[src/rtl/res_pack_buffer.sv]
// Result-packing buffer: gathers DEPTH words into one vector held in a registered output slot.
// Define RES_BUF_FLUSH_EN to add the flush input and out_cnt output for partial vectors.
module res_pack_buffer #(
    parameter int DATA_W = 8,
    parameter int DEPTH  = 4,
    localparam int CNT_W = $clog2(DEPTH + 1)
) (
    input  logic                    clk,
    input  logic                    rst,
    input  logic                    clear,
    input  logic                    in_valid,
    output logic                    in_ready,
    input  logic [DATA_W-1:0]       in_data,
    output logic [CNT_W-1:0]        fill_cnt,
    output logic                    full,
    output logic                    out_valid,
    input  logic                    out_ready,
    output logic [DEPTH*DATA_W-1:0] out_data
`ifdef RES_BUF_FLUSH_EN
    ,
    input  logic                    flush,
    output logic [CNT_W-1:0]        out_cnt
`endif
);

    localparam int IDX_W = $clog2(DEPTH);
    localparam logic [CNT_W-1:0] LAST_CNT = CNT_W'(DEPTH - 1);

    // The final word goes straight to the output slot, so only DEPTH-1 lanes are stored.
    logic [DATA_W-1:0]       bank [DEPTH-1];
    logic [DEPTH*DATA_W-1:0] full_vec;
    logic                    last;
    logic                    accept;

    assign last     = (fill_cnt == LAST_CNT);
    assign full     = last;
    assign in_ready = !clear && !(last && out_valid);
    assign accept   = in_valid && in_ready;

    always_comb begin
        full_vec = '0;
        for (int i = 0; i < DEPTH - 1; i++) begin
            full_vec[i*DATA_W +: DATA_W] = bank[i];
        end
        full_vec[(DEPTH-1)*DATA_W +: DATA_W] = in_data;
    end

`ifdef RES_BUF_FLUSH_EN
    logic [DEPTH*DATA_W-1:0] part_vec;

    // Lanes at or above fill_cnt hold stale data from earlier vectors and must read as zero.
    always_comb begin
        part_vec = '0;
        for (int i = 0; i < DEPTH - 1; i++) begin
            if (CNT_W'(i) < fill_cnt) begin
                part_vec[i*DATA_W +: DATA_W] = bank[i];
            end
        end
    end
`endif

    always_ff @(posedge clk) begin
        if (rst || clear) begin
            fill_cnt  <= '0;
            out_valid <= 1'b0;
            out_data  <= '0;
            for (int i = 0; i < DEPTH - 1; i++) begin
                bank[i] <= '0;
            end
`ifdef RES_BUF_FLUSH_EN
            out_cnt   <= '0;
`endif
        end else begin
            if (out_valid && out_ready) begin
                out_valid <= 1'b0;
            end
            // Completion needs out_valid low (see in_ready), so it never collides with a pop.
            if (accept) begin
                if (last) begin
                    out_data  <= full_vec;
                    out_valid <= 1'b1;
                    fill_cnt  <= '0;
`ifdef RES_BUF_FLUSH_EN
                    out_cnt   <= CNT_W'(DEPTH);
`endif
                end else begin
                    bank[fill_cnt[IDX_W-1:0]] <= in_data;
                    fill_cnt <= fill_cnt + CNT_W'(1);
                end
            end
`ifdef RES_BUF_FLUSH_EN
            else if (flush && (fill_cnt != '0) && !out_valid) begin
                out_data  <= part_vec;
                out_cnt   <= fill_cnt;
                out_valid <= 1'b1;
                fill_cnt  <= '0;
            end
`endif
        end
    end

endmodule

[config.mk]
export PLATFORM = sky130hd
export DESIGN_NAME = res_pack_buffer
export DESIGN_NICKNAME = d
export VERILOG_FILES = /design/src/rtl/res_pack_buffer.sv
export SDC_FILE = /design/constraint.sdc
export NUM_CORES = 1
export LEC_CHECK = 0
export BUFFER_PORTS_ARGS = -buffer_cell sky130_fd_sc_hd__buf_2
export CAP_MARGIN = 0
export CORE_MARGIN = 2
export CORE_UTILIZATION = 35
export DETAILED_ROUTE_END_ITERATION = 6
export HOLD_SLACK_MARGIN = 0.15
export PLACE_DENSITY = 0.68
export RECOVER_POWER = 25
export SYNTH_ARGS = -nofsm -noshare
export SYNTH_HDL_FRONTEND = slang
export SYNTH_SLANG_ARGS = --single-unit
[constraint.sdc]
create_clock -name clk -period 1.7 [get_ports clk]
set_input_delay 0.17 -clock clk [delete_from_list [all_inputs] [get_ports clk]]
set_output_delay 0.17 -clock clk [all_outputs]
set_load 0.05 [all_outputs]
==> results of run 1 <==
-- cell usage after synthesis (all sizes together) --
master,n
a21boi,1
a21oi,1
and2,24
and3,1
buf,9
clkbuf,3
dfxtp,36
edfxtp,24
ha,4
inv,2
mux2i,33
nand2,68
nand2b,4
nand4bb,1
nor2,1
nor2b,2
nor3b,1
nor4b,3
o21a,1
o21ai,1
-- per-stage QoR --
stage	util	instance area [sq um]	std cells	TNS (ps)	total power (uW)
2_1_floorplan	-	2590	220	-1170	1650
3_3_place_gp	0.414	2960	364	0	1700
3_5_place_dp	0.414	2960	364	0	1710
4_1_cts	0.454	3240	390	0	2920
5_1_grt	0.463	3310	395	-503	3000
6_report	0.463	3310	395	0	2880
-- final timing paths --
check	cells past startpoint	endpoint	slack [ps]	start
setup reg to reg	6	out_data[24]	30	fill_cnt[0]
hold / removal	4	out_data[28]	240	clear
setup / recovery	6	out_data[24]	30	fill_cnt[0]
hold reg to reg	2	out_data[3]	460	out_data[3]
-- where the power goes --
part           internal (uW)  switching, uW  total (uW)  leakage [uW]
registers               1520           10.5        1530      0.000560
clock network            658            531        1190     0.0000929
logic                   63.4           93.8         157      0.000544
total                   2250            635        2880       0.00120
-- routing by layer --
layer  global-route usage  part of all wire  vias to the layer above
met1                0.185              0.49                      788
met2                0.186              0.45                       34
li1                     -                 -                      874
met5                    0                 0                        -
met4               0.0529             0.016                        0
met3               0.0545             0.049                        7
-- what timing repair did --
action	in CTS	in global routing
endpoints found under the hold margin	11	0
hold buffers	10	0
buffers inserted	0	2
setup endpoints to repair	0	34
-- critical path: stages (launching register included) --
cell       delay (ps)
dfxtp_4           380
ha_4              130
nor2b_4           270
nor3b_4           280
buf_12            170
clkbuf_16         170
mux2i_1           190
-- state kept, by name, summed over array words and instances, names as in the netlist --
register / count
out_valid: 1
out_data: 32
bank: 24
fill_cnt: 3
-- kinds of logic (layout without fill, tap and decap cells) --
family / Yosys count / in the layout / share of synthesized area
buffers and inverters: 14 / 90 / 0.0492
flip-flops: 60 / 60 / 0.567
AO/OA/AOI/OAI: 4 / 4 / 0.00984
adder cells (fa/ha/maj): 4 / 4 / 0.0197
AND/OR/NAND/NOR: 105 / 105 / 0.224
multiplexers: 33 / 33 / 0.130
-- layout make-up --
cell class | instances | area (sq um) | area share
Sequential cell | 60 | 1450 | 0.439
Inverter | 2 | 7.51 | 0.00227
Timing Repair Buffer | 72 | 520 | 0.157
Clock buffer | 15 | 178 | 0.0537
Clock inverter | 1 | 5.00 | 0.00151
Tap cell | 99 | 124 | 0.0375
Multi-Input combinational cell | 146 | 1020 | 0.309
==> summary.md, run 1 <==
| Metric | Value |
|---|---|
| Status | complete, no violations |
| Crit path max fanout | 8 |
| Routed via count | 1703 |
| Die width | 89.2 um |
| Cts bufs inserted | 9 |
| Vias per cell | 4.31 |
| TritonCTS clock tree | built |
| DIE AREA | 7960 sq um |
| Achievable Freq | 600 MHz |
| Mapped Area | 2540 sq um |
| Register area share after synthesis | 0.567 |
| Num rows | 31 |
| 1st-pass router iterations | 4 |
| Synth top area share | 0.283 |
| Worst Tran Pin Value | 611 ps |
| Setup crit start kind | flop |
| Synth Warn # | 0 |
| Area grow syn2layout | 30.0% |
| RSZ-0062 raised after global routing | yes |
| Remaining DRCs | 0 |
| Final setup viols | 0 |
| Post-synth net total | 237 |
| Die Y | 89.2 um |
| Hpwl dp | 3280 um |
| Drt total wl | 5120 um |
| Pins Over Slew Limit | 0 |
| Clock buffer depth | 2 |
| Share of layout cells above drive strength 1 | 0.206 |
| VDD IR max | 0.317 mV |
| Total GRT Usage | 0.134 |
| Vias in the first global route | 1612 |
| Yosys reg bits | 60 |
| Mean Syn Cell Area | 11.6 sq um |
| Top cells by area, synth | dfxtp_1 28%, edfxtp_1 28%, mux2i_1 13% |
| Min Hold Slack | 244 ps |
| Required time of the critical path | 1970 ps |
| IO Pins | 51 |
| Grt total ovfl | 0 |
| Synthesized netlist cell count | 220 |
| Worst skew pair latency | 340 ps |
| First-pass GRT wire length | 7790 um |
| Hold WC Path Type | input pin to flop |
| Final Hold Vio Count | 0 |
| Root Driver | clkbuf_8 |
| Core footprint | 7140 sq um |
| Clock Sinks | 60 |
| Leakage | 0.00120 uW |
| Buffers on Ports | 50 |
| Largest net degree at the start of global routing | 36 |
| Final period util | 0.980 |
| Fill cells | 683 |
| Antenna Cells | 0 |
| Initial DRC count | 82 |
| Routed wire per std cell | 13.0 um |
| Setup WS pre-CTS | 20.7 ps |
| Fin nets | 308 |
| Power Density | 871 nW/um^2 |
| H-tree depth | 3 |
| GP Congestion | 0.794 |
| Most frequent cells in the layout | 68 x nand2_1, 33 x mux2i_1, 33 x dfxtp_1, 32 x clkbuf_1 |
| Minimum clock period | 1670 ps |
| Max cap viols | 0 |
| Slew headroom | 0.594 |
| Resized cells post-CTS | 0 |
| Distinct cells, synth | 25 |
| Cell taking the most area after synthesis | dfxtp_1 |
| DRT antenna net count | 0 |
| Critical path class | flop to flop |
| Arrival time worst endpoint | 1930 ps |
| Clock slew at reported path FFs | 70 ps |
| Initial Util | 0.356 |
| Initial antenna violation count | 0 |
| Commonest non-fill, non-tap cell in the layout | nand2_1 |
| Final Skew | 3.94 ps |
| Setup ws final | 34.3 ps |
| CP endpoint kind | flop |
Power figures use the tool's default switching activity.
==> run 2, diff against run 1 <==
--- a/config.mk
+++ b/config.mk
@@ -13,6 +13,7 @@
 export HOLD_SLACK_MARGIN = 0.15
 export PLACE_DENSITY = 0.68
 export RECOVER_POWER = 25
+export SETUP_SLACK_MARGIN = 0.4
 export SYNTH_ARGS = -nofsm -noshare
 export SYNTH_HDL_FRONTEND = slang
 export SYNTH_SLANG_ARGS = --single-unit
==> run 2 against run 1 <==
Setup slack better by 59 ps. Wire length up 3.8%. Utilization up 1.8 points. Fmax up 3.7%. Clock-buffer cell count down 6. First-iteration DRC count up 63%. Critical path depth down 1. Non-clock buffer count up 5. Via count up 3.3%. Critical endpoint is now in_ready.
==> summary.md, run 2 (synthesis results as in run 1) <==
| Metric | Value |
|---|---|
| Status | complete, no violations |
| Clock slew at reported path FFs | 70 ps (about the same) |
| Internal power | 2400 uW (+7.1%) |
| Final Hold Vio Count | 0 (unchanged) |
| CP endpoint kind | output pin |
| Die Y | 89.2 um (unchanged) |
| Initial Util | 0.356 (unchanged) |
| Antenna Cells | 0 (unchanged) |
| First-pass GRT wire length | 8430 um (+8.2%) |
| GP Congestion | 0.761 (-4.2%) |
| Worst skew pair latency | 330 ps (about the same) |
| Required time of the critical path | 1530 ps (-440 ps) |
| Largest net degree at the start of global routing | 74 (+110%) |
| Min Hold Slack | 175 ps (-68.6 ps) |
| Max reg flops | 32 (unchanged) |
| Drt total wl | 5320 um (+3.8%) |
| Placed Cells | 363 (-0.27%) |
| Vias per cell | 4.40 (+2.0%) |
| VDD IR max | 0.353 mV (+11%) |
| Final setup viols | 0 (unchanged) |
| DRT antenna net count | 0 (unchanged) |
| Pins Over Slew Limit | 0 (unchanged) |
| Vias in the first global route | 1656 (+2.7%) |
| Part of the power in combinational logic | 0.051 (-0.004) |
| Setup crit start kind | flop |
| Critical path class | flop to output pin |
| Fill cells | 680 (-0.44%) |
| Clock share of power | 0.451 (+0.038) |
| Area grow syn2layout | 35.0% |
| Commonest non-fill, non-tap cell in the layout | nand2_1 |
| Final Power | 3080 uW (+6.9%) |
| Root Driver | clkbuf_8 |
| R2R Setup Slk | 120 ps (+90 ps) |
| Initial DRC count | 134 (+63%) |
| Final Skew | 5.33 ps (+1.38 ps) |
| Clock buffer depth | 2 (unchanged) |
| Grt total ovfl | 0 (unchanged) |
| Largest registers | out_data (32), bank (24), fill_cnt (3) |
| Total GRT Usage | 0.146 (+0.0119) |
| Slew headroom | 0.597 (+0.00326) |
| Buffers on Ports | 50 (unchanged) |
| Leakage | 0.00126 uW (+5.1%) |
| Core footprint | 7140 sq um (unchanged) |
| TritonCTS clock tree | built |
| Remaining DRCs | 0 (unchanged) |
| Achievable Freq | 623 MHz (+3.7%) |
| Routed wire per std cell | 13.3 um (+2.5%) |
| Num rows | 31 (unchanged) |
| Flop pwr share | 0.498 (-0.035) |
| Die width | 89.2 um (unchanged) |
| IO Pins | 51 (unchanged) |
| Max cap viols | 0 (unchanged) |
| Clock Sinks | 60 (unchanged) |
| Initial antenna violation count | 0 (unchanged) |
| Hpwl dp | 3230 um (-1.3%) |
| Switch Pwr | 675 uW (+6.3%) |
| Switching Share | 0.219 (-0.00133) |
| Arrival time worst endpoint | 1440 ps (-490 ps) |
| Minimum clock period | 1610 ps (-59.4 ps) |
| DIE AREA | 7960 sq um (unchanged) |
| Fin nets | 313 (+1.6%) |
| RSZ-0062 raised after global routing | yes |
| Cts bufs inserted | 9 (unchanged) |
| Top reg by flops | out_data |
| Hold WC Path Type | input pin to flop |
| Routed via count | 1759 (+3.3%) |
| Crit path max fanout | 4 (-4) |
| Worst Tran Pin Value | 607 ps (-4.91 ps) |
| H-tree depth | 3 (unchanged) |
| Share of layout cells above drive strength 1 | 0.262 (+0.0564) |
| Final period util | 0.945 (-0.0349) |
| 1st-pass router iterations | 5 (+1) |
| Power Density | 897 nW/um^2 (+3.0%) |
| Final Non-Filler Cells | 400 (+1.3%) |
| Most frequent cells in the layout | 68 x nand2_1, 33 x mux2i_1, 33 x dfxtp_1, 29 x clkbuf_1, 24 x edfxtp_1 |
-- run 2: cell count changes in the layout (fill, tap and decap cells not counted), sizes merged --
| cell | delta |
|---|---|
| dlygate4sd3 | -2 |
| clkbuf | -7 |
| bufinv | +2 |
| buf | +8 |
| clkinv | +3 |
| clkinvlp | +1 |
-- run 2: stage by stage --
stage | setup TNS [ps] | area, sq um | util | setup slack, ps
5_1_grt | 0 | 3430 | 0.481 | 17.1
4_1_cts | 0 | 3400 | 0.477 | 116
3_5_place_dp | 0 | 2940 | 0.411 | 21.2
3_3_place_gp | 0 | 2940 | 0.411 | 90.8
2_1_floorplan | -1120 | 2590 | - | -54.4
6_report | 0 | 3430 | 0.481 | 93.6
-- run 2: critical path: stages, from the launching register on --
cell	delay, ps
dfxtp_4	360
ha_4	150
nor2b_4	140
buf_4	140
a21oi_2	140
buf_6	170
-- run 2: final timing paths --
| kind | start | to | cells after the start |
|---|---|---|---|
| setup / recovery | fill_cnt[1] | in_ready | 5 |
| hold / removal | out_ready | out_valid | 3 |
| setup reg to reg | fill_cnt[1] | out_data[8] | 7 |
| hold reg to reg | out_data[1] | out_data[1] | 2 |
-- run 2: layout make-up --
class / instances / area (sq um) / area share
multi-input cells: 146 / 1040 / 0.303
clock inverters: 7 / 91.3 / 0.0266
clock buffers: 9 / 124 / 0.0361
repair buffers: 77 / 594 / 0.173
well taps: 99 / 124 / 0.0361
inverters: 2 / 7.51 / 0.00219
flip-flops and latches: 60 / 1450 / 0.423
-- run 2: power groups by stage --
stage,clock network [uW],registers [uW],logic (uW)
6_report,1390,1530,158
5_1_grt,1490,1530,173
4_1_cts,1430,1530,158
3_5_place_dp,0,1570,134
3_3_place_gp,0,1560,133
2_1_floorplan,0,1570,76.3
-- run 2: what timing repair did --
action,in CTS,in global routing
setup buffers,7,2
pin swaps,19,2
endpoints found under the setup margin,84,85
hold endpoints to repair,9,0
gates cloned,3,1
gates resized for setup,11,10
hold buffers,8,0
-- run 2: routing by layer --
| metal | global-route usage | part of all wire | up-vias |
|---|---|---|---|
| li1 | - | - | 883 |
| met1 | 0.187 | 0.46 | 820 |
| met2 | 0.215 | 0.46 | 43 |
| met3 | 0.0489 | 0.049 | 13 |
| met4 | 0.0828 | 0.030 | 0 |
| met5 | 0 | 0 | - |
==> run 3, diff against run 2 <==
--- a/config.mk
+++ b/config.mk
@@ -11,7 +11,6 @@
 export CORE_UTILIZATION = 35
 export DETAILED_ROUTE_END_ITERATION = 6
 export HOLD_SLACK_MARGIN = 0.15
-export PLACE_DENSITY = 0.68
 export RECOVER_POWER = 25
 export SETUP_SLACK_MARGIN = 0.4
 export SYNTH_ARGS = -nofsm -noshare
==> run 3 against run 2 <==
Global-route usage grew 1.1 points. Wire length rose by 6.9%. Sequential share of layout area rose by 0.14 points. Flip-flop and latch count stayed put. Hold slack better by 27 ps.
==> summary.md, run 3 (synthesis results as in run 1) <==
| Metric | Value |
|---|---|
| Status | complete, no violations |
| Largest stage delay, worst path | 350 ps (about the same) |
| IO Pins | 51 (unchanged) |
| Commonest non-fill, non-tap cell in the layout | nand2_1 |
| Pins Over Slew Limit | 0 (unchanged) |
| Total Neg Setup Slack | 0 ps (unchanged) |
| Area grow syn2layout | 34.6% |
| Clock buffer depth | 2 (unchanged) |
| Slew headroom | 0.584 (-0.0134) |
| Worst Tran Pin Value | 627 ps (+20.2 ps) |
| Vias per cell | 4.39 (-0.12%) |
| GP Congestion | 0.724 (-4.8%) |
| Min Hold Slack | 202 ps (+26.8 ps) |
| Setup crit start kind | flop |
| DIE AREA | 7960 sq um (unchanged) |
| CP endpoint kind | flop |
| Slowest CP cell | dfxtp_4 |
| Required time of the critical path | 1740 ps (+210 ps) |
| Initial antenna violation count | 0 (unchanged) |
| H-tree depth | 3 (unchanged) |
| Core footprint | 7140 sq um (unchanged) |
| Initial DRC count | 87 (-35%) |
| Max reg flops | 32 (unchanged) |
| Die Y | 89.2 um (unchanged) |
| Share of layout cells above drive strength 1 | 0.240 (-0.0223) |
| Drt total wl | 5680 um (+6.9%) |
| Arrival time worst endpoint | 1620 ps (+180 ps) |
| Cts bufs inserted | 9 (unchanged) |
| Final Hold Vio Count | 0 (unchanged) |
| Antenna Cells | 0 (unchanged) |
| RSZ-0062 raised after global routing | yes |
| DRT antenna net count | 0 (unchanged) |
| Minimum clock period | 1580 ps (-23.7 ps) |
| 1st-pass router iterations | 4 (-1) |
| Hold WC Path Type | input pin to flop |
| Hpwl dp | 3210 um (-0.68%) |
| Top reg by flops | out_data |
| Most frequent cells in the layout | 68 x nand2_1, 32 x mux2i_1, 32 x clkbuf_1, 32 x dfxtp_1, 24 x edfxtp_1 |
| Final Skew | 5.27 ps (-0.0523 ps) |
| Remaining DRCs | 0 (unchanged) |
| Placed Cells | 364 (+0.28%) |
| CP delay by family, top | simple AND/OR/NAND/NOR gates |
| First-pass GRT wire length | 8870 um (+5.2%) |
| Final Non-Filler Cells | 403 (+0.75%) |
| Fin nets | 317 (+1.3%) |
| Buffers on Ports | 50 (unchanged) |
| Initial Util | 0.356 (unchanged) |
| Fin util | 0.480 (-0.00123) |
| Critical path class | flop to flop |
| Routed via count | 1770 (+0.63%) |
| Leakage | 0.00125 uW (-0.30%) |
| Sum of buffers and inverters on the critical path | 1 (-1) |
| Achievable Freq | 632 MHz (+1.5%) |
| Vias in the first global route | 1775 (+7.2%) |
| Largest registers | out_data (32), bank (24), fill_cnt (3) |
| Power Density | 859 nW/um^2 (-4.2%) |
| VDD IR max | 0.394 mV (+12%) |
| Routed wire per std cell | 14.1 um (+6.1%) |
| Max cap viols | 0 (unchanged) |
| Clock slew at reported path FFs | 60 ps (about the same) |
| Root Driver | clkbuf_8 |
| Final setup viols | 0 (unchanged) |
| Final period util | 0.931 (-0.0140) |
| Grt total ovfl | 0 (unchanged) |
| Clock Sinks | 60 (unchanged) |
| Num rows | 31 (unchanged) |
| Total GRT Usage | 0.156 (+0.0106) |
| Final Power | 2940 uW (-4.5%) |
| Largest net degree at the start of global routing | 36 (-51%) |
| Die width | 89.2 um (unchanged) |
| Cell Chain, Critical Path | ha_4 -> nor2b_4 -> buf_6 -> nor4b_4 -> nand2b_4 |
| Worst skew pair latency | 340 ps (about the same) |
| TritonCTS clock tree | built |
| Crit path max fanout | 8 (+4) |
run 3: area by class of cell:
type,count,area (sq um)
multi-input cells,146,1030
clock inverters,2,35.0
repair buffers,81,627
clock buffers,13,149
fillers,707,3710
flip-flops and latches,60,1450
inverters,2,7.51
well taps,99,124
run 3: power breakdown:
part / switching [uW] / leakage [uW] / internal (uW)
combinational: 97.1 / 0.000600 / 67.5
sequential: 9.19 / 0.000560 / 1520
clock: 537 / 0.0000935 / 709
total: 643 / 0.00125 / 2300
run 3: final timing paths:
path,cells past startpoint,slack [ps],end,from
worst max-delay path,5,120,bank[1][3],fill_cnt[0]
worst min-delay path,3,200,fill_cnt[2],in_valid
worst max register to register,5,120,bank[1][3],fill_cnt[0]
worst min register to register,2,460,out_data[30],out_data[30]
run 3: metal layers:
metal / up-vias / part of all wire / routed length, um / global-route usage
met5: - / 0 / 0 / 0
met4: 0 / 0.015 / 87 / 0.0855
met1: 839 / 0.46 / 2590 / 0.184
met2: 35 / 0.49 / 2790 / 0.263
li1: 889 / - / - / -
met3: 7 / 0.037 / 211 / 0.0360
run 3: worst register-to-register path, cell delays in order, from the launching register on:
cell	delay [ps]
dfxtp_4	350
ha_4	150
nor2b_4	130
buf_6	130
nor4b_4	250
nand2b_4	260
run 3: timing repair:
action	in CTS	in global routing
gates cloned	4	0
hold buffers	10	0
resized for setup	13	6
pin swaps	18	2
endpoints found under the setup margin	83	86
setup buffers	8	2
endpoints found under the hold margin	10	0
run 3: stage by stage:
step                worst slack, ps  instance area (sq um)
floorplan                     -54.4                   2590
global placement               79.0                   2930
detailed placement             35.3                   2930
CTS                             136                   3430
global route                   50.2                   3420
finish                          117                   3420
